$ cat config.mk
export PLATFORM = sky130hd
export DESIGN_NAME = adder_operand_pairer_flat
export DESIGN_NICKNAME = d
export VERILOG_FILES = /design/src/rtl/adder_operand_pairer_if.sv /design/src/rtl/adder_operand_pairer.sv /design/src/flat_wrapper.sv
export SDC_FILE = /design/constraint.sdc
export NUM_CORES = 1
export LEC_CHECK = 0
export BUFFER_PORTS_ARGS = -buffer_cell sky130_fd_sc_hd__buf_2
export CORE_MARGIN = 2
export CORE_UTILIZATION = 35
export DETAILED_ROUTE_END_ITERATION = 10
export GPL_TIMING_DRIVEN = 1
export HOLD_SLACK_MARGIN = 0.03
export PLACE_DENSITY_LB_ADDON = 0.1
export SETUP_SLACK_MARGIN = 0.1
export SYNTH_ARGS = -nofsm -noshare
export SYNTH_HDL_FRONTEND = slang
export SYNTH_SLANG_ARGS = --single-unit
$ cat constraint.sdc
create_clock -name clk -period 2 [get_ports clk]
set_clock_uncertainty 0.2 [all_clocks]
set_input_delay 0.3 -clock clk [delete_from_list [all_inputs] [get_ports clk]]
set_output_delay 0.3 -clock clk [all_outputs]
set_load 0.02 [all_outputs]
$ cat src/rtl/adder_operand_pairer_if.sv
// Operand-pairer bus: serial operand input side plus the paired output
// that feeds a two-operand sequential adder.
// Ports: i_en/i_valid/i_data/i_last in, i_ready back; o_valid/o_data/o_en/o_last/o_pair_cnt out.
// Modports: master = the pairer (produces the pair), slave = the surrounding environment.
interface adder_operand_pairer_if #(
    parameter int DATA_WIDTH  = 16,
    parameter int COUNT_WIDTH = 8
);
    logic                     i_en;
    logic                     i_valid;
    logic                     i_ready;
    logic [DATA_WIDTH-1:0]    i_data;
    logic                     i_last;
    logic [1:0]               o_valid;
    logic [2*DATA_WIDTH-1:0]  o_data;
    logic                     o_en;
    logic                     o_last;
    logic [COUNT_WIDTH-1:0]   o_pair_cnt;

    modport master (
        input  i_en, i_valid, i_data, i_last,
        output i_ready, o_valid, o_data, o_en, o_last, o_pair_cnt
    );

    modport slave (
        output i_en, i_valid, i_data, i_last,
        input  i_ready, o_valid, o_data, o_en, o_last, o_pair_cnt
    );
endinterface

$ cat src/rtl/adder_operand_pairer.sv
// Purpose: packs a serial signed operand stream into {a,b} pairs, zero-padding odd groups.
// Latency: 1 cycle from the accept edge that completes a pair to the registered emit.
// Backpressure: i_ready follows i_en combinationally; i_en=0 freezes state, hold and count.
// Ports: clk, rst_n (async active-low), bus (adder_operand_pairer_if.master).
//   First operand of a pair lands on lane b (o_data low half), second on lane a (high half).
//   o_pair_cnt counts pairs within the current group and wraps modulo 2^COUNT_WIDTH.
module adder_operand_pairer #(
    parameter int DATA_WIDTH  = 16,
    parameter int COUNT_WIDTH = 8
) (
    input  logic                   clk,
    input  logic                   rst_n,
    adder_operand_pairer_if.master bus
);

    typedef enum logic {
        EMPTY = 1'b0,
        HALF  = 1'b1
    } state_t;

    state_t                  state;
    logic [DATA_WIDTH-1:0]   hold_b;
    logic [COUNT_WIDTH-1:0]  cnt_reg;

    logic                    accept;
    logic                    emit;
    logic [DATA_WIDTH-1:0]   emit_a;
    logic [DATA_WIDTH-1:0]   emit_b;
    logic [COUNT_WIDTH-1:0]  cnt_inc;

    assign bus.i_ready = bus.i_en;
    assign accept      = bus.i_valid & bus.i_en;

    // A pair completes either on the second operand, or on a lone last
    // operand, which goes out on lane b with a zero pad on lane a.
    assign emit    = accept & ((state == HALF) | bus.i_last);
    assign emit_a  = (state == HALF) ? bus.i_data : '0;
    assign emit_b  = (state == HALF) ? hold_b     : bus.i_data;
    assign cnt_inc = cnt_reg + COUNT_WIDTH'(1);

    always_ff @(posedge clk or negedge rst_n) begin
        if (!rst_n) begin
            state          <= EMPTY;
            hold_b         <= '0;
            cnt_reg        <= '0;
            bus.o_valid    <= 2'b00;
            bus.o_data     <= '0;
            bus.o_en       <= 1'b0;
            bus.o_last     <= 1'b0;
            bus.o_pair_cnt <= '0;
        end else begin
            bus.o_en    <= bus.i_en;
            // Idle cycles always show a clean zero pair.
            bus.o_valid <= 2'b00;
            bus.o_data  <= '0;
            bus.o_last  <= 1'b0;

            if (accept) begin
                if (state == EMPTY && !bus.i_last) begin
                    hold_b <= bus.i_data;
                    state  <= HALF;
                end else begin
                    state <= EMPTY;
                end
            end

            if (emit) begin
                bus.o_valid    <= 2'b11;
                bus.o_data     <= {emit_a, emit_b};
                bus.o_last     <= bus.i_last;
                bus.o_pair_cnt <= cnt_inc;
                // The closing pair still reports its own index; the next
                // group then starts counting from 1 again.
                cnt_reg        <= bus.i_last ? '0 : cnt_inc;
            end
        end
    end

endmodule
$ cat src/flat_wrapper.sv
// flat-port wrapper written by rule: the top's interface ports become plain ports
module adder_operand_pairer_flat 
#(
    parameter int DATA_WIDTH  = 16,
    parameter int COUNT_WIDTH = 8
)
  (clk, rst_n, bus_i_en, bus_i_valid, bus_i_data, bus_i_last, bus_i_ready, bus_o_valid, bus_o_data, bus_o_en, bus_o_last, bus_o_pair_cnt);
  adder_operand_pairer_if #(.DATA_WIDTH(DATA_WIDTH), .COUNT_WIDTH(COUNT_WIDTH)) bus_i ();
  input  logic clk;
  input  logic rst_n;
  input wire logic [$bits(bus_i.i_en)-1:0] bus_i_en;
  input wire logic [$bits(bus_i.i_valid)-1:0] bus_i_valid;
  input wire logic [$bits(bus_i.i_data)-1:0] bus_i_data;
  input wire logic [$bits(bus_i.i_last)-1:0] bus_i_last;
  output wire logic [$bits(bus_i.i_ready)-1:0] bus_i_ready;
  output wire logic [$bits(bus_i.o_valid)-1:0] bus_o_valid;
  output wire logic [$bits(bus_i.o_data)-1:0] bus_o_data;
  output wire logic [$bits(bus_i.o_en)-1:0] bus_o_en;
  output wire logic [$bits(bus_i.o_last)-1:0] bus_o_last;
  output wire logic [$bits(bus_i.o_pair_cnt)-1:0] bus_o_pair_cnt;
  assign bus_i.i_en = bus_i_en;
  assign bus_i.i_valid = bus_i_valid;
  assign bus_i.i_data = bus_i_data;
  assign bus_i.i_last = bus_i_last;
  assign bus_i_ready = bus_i.i_ready;
  assign bus_o_valid = bus_i.o_valid;
  assign bus_o_data = bus_i.o_data;
  assign bus_o_en = bus_i.o_en;
  assign bus_o_last = bus_i.o_last;
  assign bus_o_pair_cnt = bus_i.o_pair_cnt;
  adder_operand_pairer #(.DATA_WIDTH(DATA_WIDTH), .COUNT_WIDTH(COUNT_WIDTH)) u_core (.clk(clk), .rst_n(rst_n), .bus(bus_i));
endmodule
* Word level (Yosys, flattened, before mapping)
Index checks and enable logic that the tools add are counted.
Operators by class: bitwise logic cells 4, mux-type cells 7, add/sub/neg operators 1, reductions and logical operators 3
Operator list (number):
- $mux W16 | 2
- $mux W32 | 1
- $add A8 B1 Y8 const B | 1
- $mux W8 | 1
- $and A1 B1 Y1 | 2
- $mux W1 | 2
- $mux W2 | 1
- $reduce_and A2 Y1 | 1
- $logic_and A1 B1 Y1 | 1
- $logic_not A1 Y1 | 1
- $not A1 Y1 | 1
- $or A1 B1 Y1 | 1
Word-level totals: input port bits 21, flip-flop bits (word level) 69, output and inout bits 45

* Depth between registers and ports, before layout
Gate-level depths: netlist (run 1).
word-level depth 3, depth in mapped cells 5, mapped depth without buffers 4

* Worst setup path before layout (run 1)
No wires, ideal clock.
path type register -> register, from register u_core.state, to register u_core.hold_b[10], setup slack 354 ps, buffers on the path 2, cell stages (with the launch flop) 5, data arrival time 1322 ps, required time 1675 ps, path through dfrtp_1 -> buf_2 -> nor3_4 -> buf_8 -> mux2_2
Between the ends: word-level cells in the longest chain between the ends 3
RTL lines:
- from (decl) | line adder_operand_pairer.sv:21 | state_t state;
- from (signal assigned) | line adder_operand_pairer.sv:43 | state <= EMPTY;
- from (signal assigned) | line adder_operand_pairer.sv:61 | state <= HALF;
- from (signal assigned) | line adder_operand_pairer.sv:63 | state <= EMPTY;
- $not A1 Y1 | line adder_operand_pairer.sv:59 | if (state == EMPTY && !bus.i_last) begin
- $logic_and A1 B1 Y1 | line adder_operand_pairer.sv:59
- $reduce_and A2 Y1 (no source line)
- to (signal assigned) | line adder_operand_pairer.sv:60 | hold_b <= bus.i_data;
- to (decl) | line adder_operand_pairer.sv:22 | logic [DATA_WIDTH-1:0] hold_b;
No other way between the ends. A chain may end at the register's enable or synchronous reset.

* Worst setup path after layout (run 1)
from input bus_i_en, to register u_core.hold_b[4]
Between the ends: word-level cells in the longest chain between the ends 2
RTL lines:
- from (decl) | line flat_wrapper.sv:11 | input wire logic [$bits(bus_i.i_en)-1:0] bus_i_en;
- $and A1 B1 Y1 | line adder_operand_pairer.sv:32 | assign accept = bus.i_valid & bus.i_en;
- $reduce_and A2 Y1 (no source line)
No other way between the ends.

==> metrics.md, run 1 <==
| Metric | Value |
|---|---|
| Status | `finished clean` |
| Worst-path fanout max | `17` |
| Worst skew pair latency | `roughly 340 ps` |
| Fin crit share | `0.898` |
| Critical Path AT | `1820 ps` |
| Die H | `92.1 um` |
| Placed Cells | `approximately 380` |
| Synthesized Nets | `241` |
| NumNets Final | `about 330` |
| Post-Synthesis Cells | `219` |
| Final setup fails | `0` |
| Number of flops mapped to enable cells by yosys | `0` |
| Setup TNS | `0 ps` |
| Area Overhead vs Synth | `30.9%` |
| Starting density of the core | `0.357` |
| Asr flop ratio synth | `1.00` |
| Max Fclk | `556 MHz` |
| Avg Inst Size Synth | `12.4 um2` |
| Cell Chain, Critical Path | `dlygate4sd3_1 -> clkbuf_4 -> nand2_4 -> nor3_4 -> buf_12 -> mux2_2` |
| Worst Setup Start Kind | `primary input` |
| CP endpoint kind | `register` |
| All-Layer GR Usage | `0.146` |
| Final Hold Viols | `0` |
| TritonCTS clock tree | `built` |
| Filler instances | `~730` |
| VDD IR max | `0.381 mV` |
| Initial DRC Count | `79` |
| Io pins | `66` |
| Vias in the first global route | `1853` |
| Slew Limit Headroom | `0.752` |
| PortBufs | `65` |
| Most used DFF post-synth | `dfrtp_1` |
| HPWL after DPL | `3690 um` |
| TritonRoute pass-1 iters | `4` |
| Largest Register | `u_core.bus.o_data` |
| Layout cell share with drive strength beyond 1 | `0.347` |
| Layout Cells excl Fill | `413` |
| Residual DRC | `0` |
| Sequential-to-total area share from yosys stat | `0.626` |
| Routed vias | `1886` |
| Final Power | `around 3.4 mW` |
| CTS max path bufs | `2` |
| Synth cell types | `35` |
| Die area | `roughly 0.0085 mm2` |
| Total Routed Length | `between 5000 and 6000 um` |
| #FFs+latches synth | `68` |
| H-tree levels | `3` |
| Placer Congestion | `0.752` |
| Fin. max-slew vios | `0` |
| Max reg flops | `32` |
| Root Driver | `clkbuf_8` |
| Ys Warns | `0` |
| CTS clk-pin slew, worst paths | `80 ps` |
| Slowest CP cell | `dlygate4sd3_1` |
| Crit-path max cell delay | `530 ps` |
| Diode count | `0` |
| Cell area after layout | `around 0.0036 mm2` |
| CP Data Required Time | `2030 ps` |
| Area after DPL | `0.00316 mm2` |
| Least-Margin Pin Slew | `372 ps` |
| Total core area | `roughly 0.0076 mm2` |
| Max_cap viols | `0` |
| Num Clock Sinks | `68` |
| Chip width | `92.1 um` |
| Biggest registers after layout | `u_core.bus.o_data (32), u_core.hold_b (16)` |
| Final ANT Viol Nets | `0` |
| P_leak | `1.75 nW` |
| Minimum clock period | `1800 ps` |
| Num CTS Buffers | `9` |
| First-pass GRT wire length | `9360 um` |
| Post-synthesis cell area | `0.00272 mm2` |
| Routed vias/inst | `between 4 and 5` |
| Overflow after GRT | `0` |
| RSZ-0062 raised after global routing | `false` |
| Routed WL per cell | `13.7 um` |
| Worst min-delay path class | `primary input to register` |
| Cell Pwr Density | `approximately 960 mW/mm2` |
| Rows | `32` |
| Setup CP Type | `primary input to register` |
| Initial antenna violation count | `0` |
| Largest net degree at the start of global routing | `69` |
[stage by stage]
step | hold WS [ps] | setup slack, ps | utilization
6_report | 129 | 203 | 0.468
5_1_grt | 155 | 146 | 0.468
4_1_cts | 119 | 154 | 0.467
3_5_place_dp | 159 | 328 | 0.415
3_3_place_gp | 154 | 338 | 0.415
2_1_floorplan | -196 | 354 | -
[worst paths after layout]
path / startpoint / to / depth (start not counted) / slack [ps]
worst max-delay path: bus_i_en / u_core.hold_b[4] / 6 / 200
worst min-delay path: bus_i_valid / u_core.bus.o_last / 3 / 130
worst max register to register: u_core.state / u_core.bus.o_data[21] / 3 / 290
worst min register to register: u_core.bus.o_pair_cnt[3] / u_core.bus.o_pair_cnt[3] / 2 / 280
max in group asynchronous: rst_n / u_core.bus.o_data[19] / 3 / 1010
min in group asynchronous: rst_n / u_core.bus.o_data[10] / 3 / 300
[cell usage in the layout, fill, tap and decap left out, types with 2 or more instances in the layout]
cell type and count:
bufinv_16 2, nor2_1 20, nand2b_1 3, xor2_1 2
mux2i_1 16, or4_1 3, a31oi_1 4, buf_4 4
dfrtp_1 68, o31ai_1 2, nor2b_1 2, buf_12 2
or3_1 3, buf_2 64, o21ai_0 14, nand4_1 2
clkbuf_8 9, mux2_2 16, clkinv_2 3, nand2_1 13
nand3_1 8, dlygate4sd3_1 18, and2_1 16
[kinds of logic (layout without fill, tap and decap cells)]
logic type,Yosys count,after routing,share of synthesized area
multiplexers,32,32,0.125
AND/OR/NAND/NOR,76,76,0.149
adder cells (fa/ha/maj),1,1,0.00460
AO/OA/AOI/OAI,25,25,0.0562
flip-flops,68,68,0.626
XOR/XNOR,2,2,0.00645
buffers and inverters,15,107,0.0322
[worst max-delay path: cells and delay by family]
family,cells,cell delay (ps)
buf+inv,3,920
simple gates,2,260
mux,1,340
[what timing repair did]
item                                    4_1_cts  5_1_grt
endpoints found under the hold margin       109        0
endpoints found under the setup margin        0        4
buffers inserted                              0        0
gates resized for setup                       0        1
hold buffers                                 18        0
[cell type report]
class | instances | area [um2] | area share
Sequential cell | 68 | 1700 | 0.478
Multi-Input combinational cell | 136 | 928 | 0.261
Timing Repair Buffer | 89 | 578 | 0.162
Tap cell | 102 | 128 | 0.0359
Clock buffer | 9 | 124 | 0.0348
Clock inverter | 7 | 91.3 | 0.0257
Inverter | 2 | 7.51 | 0.00211
[cell usage after synthesis, types with 3 or more instances]
cell	count	area, um2
a31oi_1	4	25.0
and2_1	16	100
buf_2	4	20.0
clkbuf_1	5	18.8
dfrtp_1	68	1700
mux2_2	16	180
mux2i_1	16	160
nand2_1	13	48.8
nand2b_1	3	18.8
nand3_1	8	40.0
nor2_1	20	75.1
o21ai_0	14	70.1
or3_1	3	18.8
or4_1	3	22.5
[power breakdown]
group	switching, mW	internal [mW]	leakage, nW	total, mW
Combinational	0.292	0.258	0.754	0.551
Sequential	0.0957	1.54	0.882	1.64
Clock	0.542	0.697	0.109	1.24
[metal layers]
metal | part of all wire | wire length (um) | vias up | global-route usage
li1 | - | - | 923 | -
met3 | 0.038 | 213 | 9 | 0.0353
met2 | 0.48 | 2710 | 38 | 0.222
met1 | 0.47 | 2650 | 916 | 0.192
met5 | 0 | 0 | - | 0
met4 | 0.020 | 111 | 0 | 0.0771
Power figures use the tool's default switching activity.
==> inputs of run 2 (changes only) <==
- ABC_AREA: unset -> 1
- CELL_PAD_IN_SITES_DETAIL_PLACEMENT: unset -> 1
- CELL_PAD_IN_SITES_GLOBAL_PLACEMENT: unset -> 2
- CORE_UTILIZATION: 35 -> 31
- REMOVE_ABC_BUFFERS: unset -> 1
==> run 2 against run 1 <==
Sequential cell count stayed put. Via count up 12%. Sequential power fell by 2%. First-iteration DRC count is 13% lower. Register-to-register slack improved by 150 ps. Highest routed layer unchanged. Synthesized area is 2.0% lower.
==> metrics.md, run 2 <==
| Metric | Value |
|---|---|
| Layout cell share with drive strength beyond 1 | `0.232 (-0.116)` |
| PortBufs | `65 (unchanged)` |
| Io pins | `66 (unchanged)` |
| Post-CTS Setup Inserts | `0 (unchanged)` |
| Die area | `0.00935 mm2 (+10%)` |
| Post-synthesis mux area share | `0 (-0.125)` |
| Multi-input logic area | `716 um2 (-23%)` |
| Critical Path AT | `1800 ps (-20 ps)` |
| CTS max path bufs | `2 (unchanged)` |
| Num Clock Sinks | `68 (unchanged)` |
| Placer Congestion | `0.712 (-5.3%)` |
| Met1 Wirelength | `2880 um (+9.0%)` |
| Root Driver | `clkbuf_8` |
| Post-Synth Adder-Cell Area | `0.00470 (+0.0000930)` |
| Number of flops mapped to enable cells by yosys | `0 (unchanged)` |
| Worst Setup Slack, final | `220 ps (+16.6 ps)` |
| Chip width | `96.7 um (+5.0%)` |
| Most frequent cells in the layout | `90 x nand2_1, 68 x dfrtp_1, 64 x buf_2` |
| Simple-gate share of the synthesized area | `0.183 (+0.0340)` |
| HPWL after DPL | `4140 um (+12%)` |
| Worst-path fanout max | `15 (-2)` |
| XOR/XNOR Fraction of Synth Area | `0 (-0.00645)` |
| Largest Register | `u_core.bus.o_data` |
| Sequential-to-total area share from yosys stat | `0.639 (+0.0126)` |
| Max_cap viols | `0 (unchanged)` |
| Filler instances | `999 (+37%)` |
| Setup CP Type | `primary input to register` |
| Final Power | `3.21 mW (-6.5%)` |
| Initial antenna violation count | `0 (unchanged)` |
| TritonCTS clock tree | `built` |
| Residual DRC | `0 (unchanged)` |
| Starting density of the core | `0.323 (-0.0347)` |
| Highest routed layer | `met4` |
| FF+latch area | `0.00170 mm2 (unchanged)` |
| NumNets Final | `397 (+21%)` |
| Num CTS Buffers | `9 (unchanged)` |
| Final Hold Viols | `0 (unchanged)` |
| CTS clk-pin slew, worst paths | `80 ps (about the same)` |
| Overflow after GRT | `0 (unchanged)` |
| Met3 routed WL | `207 um (-2.8%)` |
| Most instantiated library cell after synthesis | `nand2_1` |
| CP Data Required Time | `2020 ps (about the same)` |
| Rows | `33 (+3.1%)` |
| CP most frequent cell | `nand2_1` |
| Status | `finished clean` |
| Area after DPL | `0.00308 mm2 (-2.6%)` |
| Slowest CP cell | `dlygate4sd3_1` |
| Die H | `96.7 um (+5.0%)` |
| Final ANT Viol Nets | `0 (unchanged)` |
| Reg2Reg Depth | `6 (+3)` |
| Avg Inst Size Synth | `9.19 um2 (-26%)` |
| Ys Warns | `0 (unchanged)` |
| Vias in the first global route | `2211 (+19%)` |
| Post-Synthesis Cells | `290 (+32%)` |
| Max Fclk | `562 MHz (+0.93%)` |
| Slew Limit Headroom | `0.671 (-0.0803)` |
| Worst min-delay path class | `primary input to register` |
| Cell Chain, Critical Path | `dlygate4sd3_1 -> buf_2 -> nand2_1 -> nor2_2 -> inv_1 -> a21oi_1 -> nand2_1 -> nand2_1` |
| Area Overhead vs Synth | `30.2%` |
| All-Layer GR Usage | `0.140 (-0.00569)` |
| Asr flop ratio synth | `1.00 (unchanged)` |
| Final setup fails | `0 (unchanged)` |
| Routed vias | `2119 (+12%)` |
| TritonRoute pass-1 iters | `6 (+2)` |
| Diode count | `0 (unchanged)` |
| Fraction of post-synthesis cell area in the top cell type by area | `0.639 (+0.0126)` |
| First-pass GRT wire length | `10500 um (+12%)` |
| Biggest registers after layout | `u_core.bus.o_data (32), u_core.hold_b (16)` |
| Routed vias/inst | `4.37 (-4.3%)` |
| Most used DFF post-synth | `dfrtp_1` |
| Cell Pwr Density | `925 mW/mm2 (-4.0%)` |
| Crit-path max cell delay | `530 ps (about the same)` |
| Post-synthesis compound-gate area fraction | `0.0789 (+0.0227)` |
| Total core area | `0.00826 mm2 (+8.6%)` |
| Synth top cells by count | `90 x nand2_1, 68 x dfrtp_1, 42 x inv_1` |
| VDD IR max | `0.362 mV (-4.9%)` |
| Largest family of logic cells by synthesized area | `simple AND/OR/NAND/NOR gates` |
| Post-synthesis cell area | `0.00266 mm2 (-2.0%)` |
| Fin crit share | `0.890 (-0.00832)` |
| P_leak | `2.03 nW (+16%)` |
| Hold slack | `55.0 ps (-74.4 ps)` |
| Cell area after layout | `0.00347 mm2 (-2.6%)` |
| Worst Setup Start Kind | `primary input` |
| Fin. max-slew vios | `0 (unchanged)` |
| Hold Path Cell Cnt | `2 (-1)` |
| #FFs+latches synth | `68 (unchanged)` |
| Dpl ws | `332 ps (+4.72 ps)` |
| RSZ-0062 raised after global routing | `true` |
| Largest net degree at the start of global routing | `36 (-48%)` |
| Minimum clock period | `1780 ps (-16.6 ps)` |
| Max reg flops | `32 (unchanged)` |
| Largest cells by area after synthesis | `dfrtp_1 64%, nand2_1 13%, o21ai_0 6.8%` |
| H-tree levels | `3 (unchanged)` |
| Initial DRC Count | `69 (-13%)` |
| Least-Margin Pin Slew | `492 ps (+120 ps)` |
| CP endpoint kind | `register` |
| Worst skew pair latency | `340 ps (about the same)` |
| Most common cell after layout, fill and taps aside | `nand2_1` |
| Total Routed Length | `6120 um (+7.9%)` |
| Synth cell types | `19 (-46%)` |
| Largest area contributor in the netlist | `dfrtp_1` |
| Routed WL per cell | `12.6 um (-8.2%)` |
| R2R Setup Slk | `440 ps (+150 ps)` |
| WL met2 | `2960 um (+9.3%)` |
-- run 2: path summary, 6_finish.rpt --
check	from	to
max	bus_i_en	u_core.bus.o_pair_cnt[6]
min in group asynchronous	rst_n	u_core.bus.o_pair_cnt[2]
min reg2reg	u_core.bus.o_pair_cnt[1]	u_core.bus.o_pair_cnt[1]
max in group asynchronous	rst_n	u_core.hold_b[11]
max reg2reg	u_core.state	u_core.bus.o_pair_cnt[6]
min	bus_i_last	u_core.cnt_reg[3]
-- run 2: worst max-delay path: cells and delay by family --
family	cells	cell delay, ps
compound gates	1	120
buf+inv	3	1040
simple gates	4	330
-- run 2: layout make-up --
cell class / count / share of cell area
clock buffers: 12 / 0.0447
clock inverters: 4 / 0.0137
flip-flops and latches: 68 / 0.491
repair buffers: 88 / 0.161
well taps: 105 / 0.0379
inverters: 42 / 0.0455
multi-input cells: 166 / 0.206
-- run 2: what timing repair did --
action	in CTS	in global routing
setup endpoints to repair	0	18
endpoints found under the hold margin	50	0
gates resized for setup	0	1
hold buffers	18	0
-- run 2: power breakdown --
group          switching, mW  internal [mW]
combinational          0.292          0.172
clock                  0.506          0.641
sequential            0.0771           1.52
total                  0.875           2.33
-- run 2: stage by stage --
stage / cells / util / setup TNS (ps)
after floorplan: 276 / - / -4270
after global placement: 451 / 0.373 / 0
after detailed placement: 451 / 0.373 / 0
after CTS: 485 / 0.419 / 0
after global routing: 485 / 0.420 / 0
final: 485 / 0.420 / 0
-- run 2: cell families after synthesis --
group,count (synthesis)
and+or+nand+nor,124
DFF,68
buffers and inverters,56
AOI/OAI and AO/OA,41
adders and majority gates,1
-- run 2: metal layers --
metal  track usage  vias up
met4        0.0661        0
met2         0.223       42
met5             0        -
li1              -     1050
met1         0.180     1021
met3        0.0340        6
